`src/rtl/spart_tx_fifo.sv`:
```
// Transmit-byte buffer between the SPART byte select and the SPART transmitter.
// The head byte is held in a register so tx_data never passes wr_data through combinationally.
module spart_tx_fifo #(
  parameter int DEPTH  = 8,
  parameter int ADDR_W = 3
) (
  input  logic              clk,
  input  logic              rst_n,
  input  logic              wr_en,
  input  logic [7:0]        wr_data,
  input  logic              flush,
  input  logic              clr_ovf,
  input  logic              tx_ready,
  output logic              tx_valid,
  output logic [7:0]        tx_data,
  output logic              full,
  output logic              empty,
  output logic [ADDR_W:0]   count,
  output logic              overflow
);

  localparam logic [ADDR_W:0]   FULL_CNT = (ADDR_W+1)'(DEPTH);
  localparam logic [ADDR_W:0]   ONE_CNT  = (ADDR_W+1)'(1);
  localparam logic [ADDR_W-1:0] ONE_PTR  = ADDR_W'(1);

  logic [7:0]        mem [DEPTH];
  logic [ADDR_W-1:0] wr_ptr;
  logic [ADDR_W-1:0] rd_ptr;
  logic [ADDR_W-1:0] rd_ptr_nxt;
  logic              push;
  logic              pop;
  logic              drop;

  assign empty      = (count == '0);
  assign full       = (count == FULL_CNT);
  assign tx_valid   = ~empty;
  assign pop        = tx_valid & tx_ready;
  assign push       = wr_en & (~full | pop);
  assign drop       = wr_en & full & ~pop;
  assign rd_ptr_nxt = rd_ptr + ONE_PTR;

  // Storage is intentionally left unreset.
  always_ff @(posedge clk) begin
    if (push && !flush) begin
      mem[wr_ptr] <= wr_data;
    end
  end

  always_ff @(posedge clk or negedge rst_n) begin
    if (!rst_n) begin
      wr_ptr   <= '0;
      rd_ptr   <= '0;
      count    <= '0;
      tx_data  <= 8'h00;
      overflow <= 1'b0;
    end else begin
      if (flush) begin
        wr_ptr <= '0;
        rd_ptr <= '0;
        count  <= '0;
      end else begin
        if (push) begin
          wr_ptr <= wr_ptr + ONE_PTR;
        end
        if (pop) begin
          rd_ptr <= rd_ptr_nxt;
        end
        if (push && !pop) begin
          count <= count + ONE_CNT;
        end else if (pop && !push) begin
          count <= count - ONE_CNT;
        end
        // Reload the head register; with one entry left the new head is the incoming byte.
        if (pop) begin
          if (count == ONE_CNT) begin
            if (push) begin
              tx_data <= wr_data;
            end
          end else begin
            tx_data <= mem[rd_ptr_nxt];
          end
        end else if (empty && push) begin
          tx_data <= wr_data;
        end
      end
      if (drop) begin
        overflow <= 1'b1;
      end else if (clr_ovf) begin
        overflow <= 1'b0;
      end
    end
  end

endmodule

```
`config.mk`:
```
export PLATFORM = sky130hd
export DESIGN_NAME = spart_tx_fifo
export DESIGN_NICKNAME = d
export VERILOG_FILES = /design/src/rtl/spart_tx_fifo.sv
export SDC_FILE = /design/constraint.sdc
export NUM_CORES = 1
export LEC_CHECK = 0
export CAP_MARGIN = 20
export CORE_ASPECT_RATIO = 0.9
export CORE_UTILIZATION = 25
export DETAILED_ROUTE_END_ITERATION = 8
export DONT_BUFFER_PORTS = 1
export PLACE_DENSITY = 0.38
export SLEW_MARGIN = 20
export SYNTH_ARGS = -nofsm -noshare
export SYNTH_HDL_FRONTEND = slang
export SYNTH_SLANG_ARGS = --single-unit
```
`constraint.sdc`:
```
create_clock -name clk -period 2.4 [get_ports clk]
set_clock_uncertainty 0.15 [all_clocks]
set_input_delay 0.6 -clock clk [delete_from_list [all_inputs] [get_ports clk]]
set_output_delay 0.6 -clock clk [all_outputs]
set_load 0.01 [all_outputs]
```
# Yosys cells after proc, flatten, opt, wreduce, memory -nomap -nowiden
# Memory sizes are Yosys's and may differ from the RTL's.
# Index checks and enable logic that the tools add are counted.
dict set report classes {
  reduce_logical 14
  muxes 15
  bitwise 9
  addsub 4
  n_eq_ne 3
}
# op count
set op_table {}
lappend op_table {{8-bit two-way mux} 4}
lappend op_table {{3-bit two-way mux} 4}
lappend op_table {{4-bit two-way mux} 3}
lappend op_table {{2-bit nonzero test} 4}
lappend op_table {{3-bit by 1-bit adder with 3-bit output, second input constant} 2}
lappend op_table {{4-bit by 1-bit adder with 4-bit output, second input constant} 1}
lappend op_table {{1-bit bitwise AND} 4}
lappend op_table {{4-bit by 1-bit == test with 1-bit output, second input constant} 1}
lappend op_table {{4-bit == test, second input constant} 1}
lappend op_table {{1-bit logical AND} 4}
lappend op_table {{4-bit logical NOT} 1}
lappend op_table {{1-bit two-way mux} 4}
lappend op_table {{1-bit inverter} 4}
lappend op_table {{4-bit by 1-bit subtractor with 4-bit output, second input constant} 1}
lappend op_table {{1-bit logical NOT} 3}
lappend op_table {{3-bit != test, second input constant} 1}
lappend op_table {{3-bit AND reduction} 1}
lappend op_table {{3-bit nonzero test} 1}
lappend op_table {{1-bit OR} 1}
dict set report word_totals {
  elab_cells 51
  ff_bits 19
  mem_bits_rw 64
  out_inout_bits 16
  memories 1
}
# name words word_bits read_ports rd_clocked_by_memory_dff write_ports line
set mem_list {}
lappend mem_list {mem 8 8 1 0 1 26} ;# logic [7:0] mem [DEPTH];

# Logic depth before layout (Yosys ltp)
# Gate-level depths: netlist of run 1.
dict set report depth {
  ltp_word 10
  mapped_depth 8
  mapped_depth_nobuf 7
}

# Least setup slack after synthesis of run 1
# Ideal clock, no wire load.
dict set report synth_path {
  path_kind {register to register}
  startpoint {register count[0]}
  endpoint {memory mem[0][0] (enable)}
  stages_incl_launch_ff 7
  path_slack_ps -147
  t_arrival_ps 2014
  path_buffers 0
  setup_ps 383
  period_less_slack_ps 2547
  cell_sequence {dfrtp_1 -> inv_1 -> ha_1 -> nand2b_2 -> o31ai_2 -> or3_1 -> nor3_1}
}
dict set report synth_via {
  elab_chain_cells 8
  elab_cells_between_ends 10
  cone_classes {1 x eq/ne; 2 x mux; 5 x bitwise; 2 x reduce/logical}
}
# item line
set synth_lines {}
lappend synth_lines {{start, declared} 18} ;# output logic [ADDR_W:0] count,
lappend synth_lines {{start signal, assigned} 69} ;# count <= count + ONE_CNT;
lappend synth_lines {{start signal, assigned} 71} ;# count <= count - ONE_CNT;
lappend synth_lines {{4-bit logical NOT} 34} ;# assign empty = (count == '0);
lappend synth_lines {{1-bit inverter} 36} ;# assign tx_valid = ~empty;
lappend synth_lines {{1-bit bitwise AND} 37} ;# assign pop = tx_valid & tx_ready;
lappend synth_lines {{1-bit OR *} 38} ;# assign push = wr_en & (~full | pop);
lappend synth_lines {{1-bit bitwise AND *} 38}
lappend synth_lines {{1-bit logical AND *} 44} ;# if (push && !flush) begin
lappend synth_lines {{1-bit two-way mux *} 44}
lappend synth_lines {{1-bit two-way mux (not written as such) *} 45} ;# mem[wr_ptr] <= wr_data;
lappend synth_lines {{end, declared} 26}
# Every way passes the cells marked *; elsewhere a longest branch is shown, timed or not.

# Final worst setup path of run 1
dict set report layout_path {
  startpoint {register count[1]}
  endpoint {memory mem[0][1] (enable)}
}
# Same word-level chain as after synthesis.

==> results.toml, run 1 <==
[grt]
gr-total-overflow = 0
antenna_found_initial = 0
track_usage_pct = 11.6
grt_max_degree = 20
grt_first_pass_wirelength_microns = 12000
grt_pass1_vias = 1905

[logic_synthesis]
synth_nets = 228
synth_area_leader_cell = "edfxtp_1"
synth.distinct_cells = 39
ys_seq_area_share_pct = 67.6
synth_edf_count = 64
synth_cells = 208
syn_area_sq_mm = 0.00355
syn-mean-instance-area_sq_um = 17.1
netlist.area_leader.share_pct = 54.2
async_reset_ff_share_pct = 22.9
yosys_warnings = 0
postSynth.topFlopCell = "edfxtp_1"
ys_ff_latch = 83
ys_top_cells_by_area = "edfxtp_1 54%, dfrtp_1 13%, mux4_2 10%"

[cts]
cts_root_buffer = "clkbuf_16"
cts-buffers-inserted = 9
clk_latency_ps = 350
clock-sinks = 83
post_cts_buffers = 0
cts_tree = "done"
clkTransAtPathRegs_ps = 70
clockBufferDepth = 2
htree_levels = 3

[setup_path]
critPathKind = "register to register"
slowest_stage = "nor3_2"
crit_path_max_fanout = 8
endpoint_kind = "register"
critPathRequiredTime_ps = 2220
reg2reg_setup_slack_ps = 70
r2r_cells = 6
worstReg2RegStart = "count[1]"
crit_path_cell_trace = "inv_2 > ha_2 > nand2b_2 > o31ai_2 > or3_1 > nor3_2"
cpPeakStageDelay_ps = 630
r2r-end = "mem[0][1]"
start_kind = "register"
crit_arrival_ps = 2150
cp-startpoint = "count[1]"
cp-endpoint = "mem[0][1]"

[die]
die_area_sq_mm = 0.0147
die_h_microns = 115
io_pins = 30
row_count = 40
initial_utilization_pct = 26.1
die_width_microns = 128
coreArea_sq_mm = 0.0136

[power_and_ir_drop]
pwr_density_cell_mw_per_mm2 = 1060
p_total_mw = 4.46
p_switching_mw = 1.31
p_sw_share_pct = 29.4
clkPwrFrac_pct = 30.6
leakagePower_nw = 1.48
p_int_mw = 3.15
pwr-share-seq_pct = 40.4
pwr-share-comb_pct = 29.0
ir_drop_v = 0.000369

[detailed_routing]
firstDrtPassIters = 4
drtIter0Drc = 139
avgRoutedWirePerCell_microns = 17.9
ant_nets = 0
vias_per_cell = 4.30
totalWireLength_microns = 7590
drc = 0
vias = 1823

[min_path]
hp-class = "primary input to asynchronous set/reset pin"

[layout]
mostFrequentLayoutCell = "edfxtp_1"
antennaDiodeCount = 0
drive_gt1_share_pct = 30.6
syn_to_final_growth_pct = 18.4
layout_common_cells = "64 x edfxtp_1, 19 x dfrtp_1, 16 x mux4_2, 15 x buf_4, 14 x nand2_1"
postLayoutCoreUtil_pct = 30.9
nNetsFinal = 250

[sta]
tightest_slew_ps = 840
min_period_ps = 2330
setup_viol_count_final = 0
layout_setup_ws_ps = 66.8
layout_worst_path_cycle_share_pct = 97.2
finalHoldViolCount = 0
slew_violations = 0
maxSlewHeadroom_pct = 43.8
max_freq_mhz = 429
rsz0062_at_grt = "yes"
fin_tns_setup_ps = 0

[place]
port_buffers = 0
place_congestion = 0.702
place_hpwl_microns = 5120
dp_worst_setup_slack_ps = -106

[status]
outcome = "completed"

[job]
drv_cap = 0
==> routing by layer <==
metal / GRT usage [%] / part of all wire, % / wire, microns
met1: 14.6 / 47 / 3540
met2: 17.9 / 46 / 3470
met3: 4.70 / 6.2 / 472
met4: 4.76 / 1.4 / 107
met5: 0 / 0 / 0
==> layout make-up <==
type	instances	area [sq um]
multi-input combinational	110	1090
tap	189	236
sequential	83	2400
inverter	8	30.0
clock inverter	6	63.8
fill	1353	9410
timing repair buffer	18	158
clock buffer	10	229
==> per-stage QoR <==
step / instances / area, sq um / hold WS (ps)
after floorplan: 208 / 3550 / 154
after global placement: 407 / 3890 / 155
after detailed placement: 407 / 3890 / 155
after CTS: 424 / 4200 / 151
after global routing: 424 / 4200 / 115
final: 424 / 4200 / 71.0
==> worst max-delay path: cells and delay by family (launching register included) <==
family / cells / cell delay [ps]
adder cells (fa/ha/maj): 1 / 180
AND/OR/NAND/NOR: 3 / 1130
AO/OA/AOI/OAI: 1 / 80
flip-flops: 1 / 360
buffers and inverters: 1 / 60
==> synth_stat cells, drive strengths merged, types with 3 or more instances <==
master	n
xor2	5
o21ai	8
ha	6
edfxtp	64
nand3	3
nand2b	4
nor2	14
mux2	8
mux4	16
buf	5
mux2i	11
dfrtp	19
nand2	14
inv	8
==> power by group through the flow <==
stage                     registers, mW  logic, mW  clock network [mW]
after floorplan                    1.84      0.892                   0
after global placement             1.84       1.32                   0
after detailed placement           1.84       1.31                   0
after CTS                          1.81       1.33                1.41
after global routing               1.82       1.43                1.46
final                              1.80       1.29                1.37
==> timing repair <==
action                                  4_1_cts  5_1_grt
endpoints found under the setup margin       24       57
hold endpoints to repair                     19        0
hold buffers                                  1        0
resized for setup                             0        5
==> worst min path at each step <==
stage          start  cells after the start    endpoint  slack [ps]
2_1_floorplan  rst_n                      0    count[0]         150
3_3_place_gp   rst_n                      0  tx_data[7]         160
3_5_place_dp   rst_n                      0  tx_data[7]         160
4_1_cts        flush                      1   wr_ptr[1]         150
5_1_grt        rst_n                      1  tx_data[2]         110
6_report       rst_n                      1  tx_data[2]          70
==> kinds of logic after synthesis <==
kind of cell               synth area share [%]
DFF                                        67.6
adders and majority gates                  2.12
and+or+nand+nor                            5.82
muxes                                      15.8
xor gates and xnor gates                   1.48
AOI/OAI and AO/OA                          4.80
buffers and inverters                      2.40
==> sequential cells by signal (all words and copies together), names as in the netlist <==
signal / count
count: 4
rd_ptr: 3
mem: 64
overflow: 1
wr_ptr: 3
tx_data: 8
No activity file was read; power rests on OpenSTA's default activity.
==> run 2, diff against run 1 <==
Settings changed: CORE_UTILIZATION 25 to 40, PLACE_DENSITY 0.38 to 0.54.
==> results.toml, run 2 (synthesized netlist as in run 1, its figures left out) <==
[sta]
fin_tns_setup_ps = 0
maxSlewHeadroom_pct = 35.6
tightest_slew_ps = 963
rsz0062_at_grt = "no"
slew_violations = 0
layout_worst_path_cycle_share_pct = 94.5
timing.hold.ws_ps = 166
setup_viol_count_final = 0
max_freq_mhz = 441
layout_setup_ws_ps = 132
finalHoldViolCount = 0
min_period_ps = 2270

[cts]
cts-buffers-inserted = 9
clk_latency_ps = 350
clockBufferDepth = 2
cts_tree = "done"
clock-sinks = 83
cts_root_buffer = "clkbuf_8"
htree_levels = 3
clkTransAtPathRegs_ps = 80

[layout]
drive_gt1_share_pct = 30.9
postLayoutCoreUtil_pct = 46.9
syn_to_final_growth_pct = 13.2
largest_reg_flops = 64
n_fill_cell = 751
nNetsFinal = 248
top_regs = "mem: 64 flops, tx_data: 8 flops, count: 4 flops"
final_area_sq_mm = 0.00402
antennaDiodeCount = 0
regMostFlops = "mem"
layout_common_cells = "64 x edfxtp_1, 19 x dfrtp_1, 16 x mux4_2, 14 x nand2_1, 13 x buf_4"
layout.cells.non_filler = 352
mostFrequentLayoutCell = "edfxtp_1"

[die]
initial_utilization_pct = 41.4
coreArea_sq_mm = 0.00857
row_count = 32
die_h_microns = 91.3
die_area_sq_mm = 0.00925
die_width_microns = 101
io_pins = 30

[grt]
antenna_found_initial = 0
grt_first_pass_wirelength_microns = 11000
track_usage_pct = 16.9
gr-total-overflow = 0
grt_max_degree = 20
grt_pass1_vias = 1956

[detailed_routing]
totalWireLength_microns = 6990
drc = 0
vias = 1840
drtIter0Drc = 66
avgRoutedWirePerCell_microns = 19.9
vias_per_cell = 5.23
ant_nets = 0
firstDrtPassIters = 4

[setup_path]
critPathKind = "register to output pin"
cp.depth = 6
worstPathBufferInverterCount = 4
crit_family = "buffers and inverters"
crit_path_cell_trace = "inv_2 > ha_2 > buf_4 > nand3_2 > buf_4 > inv_2"
crit_path_max_fanout = 4
critPathRequiredTime_ps = 1650
cpPeakStageDelay_ps = 390
endpoint_kind = "output pin"
crit_arrival_ps = 1520
slowest_stage = "dfrtp_1"
start_kind = "register"
r2r_cells = 6

[power_and_ir_drop]
p_int_mw = 2.82
pwr-share-comb_pct = 31.3
p_total_mw = 4.08
clkPwrFrac_pct = 24.5
ir_drop_v = 0.000368
pwr_density_cell_mw_per_mm2 = 1020
p_sw_share_pct = 30.8
pwr-share-seq_pct = 44.2
p_switching_mw = 1.26
leakagePower_nw = 1.43

[status]
outcome = "completed"

[min_path]
holdPathStages = 1
hp-class = "primary input to register"

[place]
place_congestion = 0.737
post_dp_cell_area_sq_mm = 0.00378
dp_worst_setup_slack_ps = -45.7
port_buffers = 0
dpl.cell_count = 334
place_hpwl_microns = 4720

[job]
drv_cap = 0
## run 2: cell types whose count changed in the layout (fill, tap and decap cells not counted), moves of 2 or more
cell	before	now
buf_4	15	13
clkbuf_16	9	0
clkbuf_8	0	9
nor2_1	11	9
nor2_2	3	5
## run 2: worst paths after layout
path                       startpoint    endpoint  slack (ps)
setup / recovery             count[0]       empty         130
hold / removal                  flush   rd_ptr[2]         170
setup reg to reg             count[0]   mem[2][0]         200
hold reg to reg             rd_ptr[1]   rd_ptr[1]         400
max in group asynchronous       rst_n   rd_ptr[0]         810
min in group asynchronous       rst_n  tx_data[1]         690
## run 2: layer usage
| layer | track usage [%] | part of all wire [%] | wire (microns) |
|---|---|---|---|
| met1 | 21.8 | 43 | 3020 |
| met2 | 26.9 | 51 | 3550 |
| met3 | 3.93 | 3.9 | 276 |
| met4 | 7.73 | 2.0 | 139 |
| met5 | 0 | 0 | 0 |
## run 2: cell type report
type	instances	area, sq um	share of cell area, %
Sequential cell	83	2400	59.7
Multi-Input combinational cell	110	1090	27.2
Tap cell	119	149	3.71
Timing Repair Buffer	16	148	3.68
Clock buffer	9	124	3.09
Clock inverter	7	76.3	1.90
Inverter	8	30.0	0.748
## run 2: power by group through the flow
stage	logic (mW)	registers, mW	clock network (mW)
after floorplan	0.892	1.84	0
after global placement	1.23	1.83	0
after detailed placement	1.27	1.83	0
after CTS	1.28	1.80	1.03
after global routing	1.39	1.82	1.09
final	1.28	1.80	1.00
## run 2: worst reg2reg max path, cell delays in order (launching register included)
cell	delay, ps
dfrtp_1	360
inv_2	60
ha_2	190
nand2b_2	80
o31ai_2	80
or3_1	440
nor2_2	480
## run 2: timing repair
item	in CTS	in global routing
setup endpoints to repair	16	27
pin swaps	0	1
buffers inserted	0	1
hold endpoints to repair	19	0
hold buffers	1	0
gates resized for setup	3	6
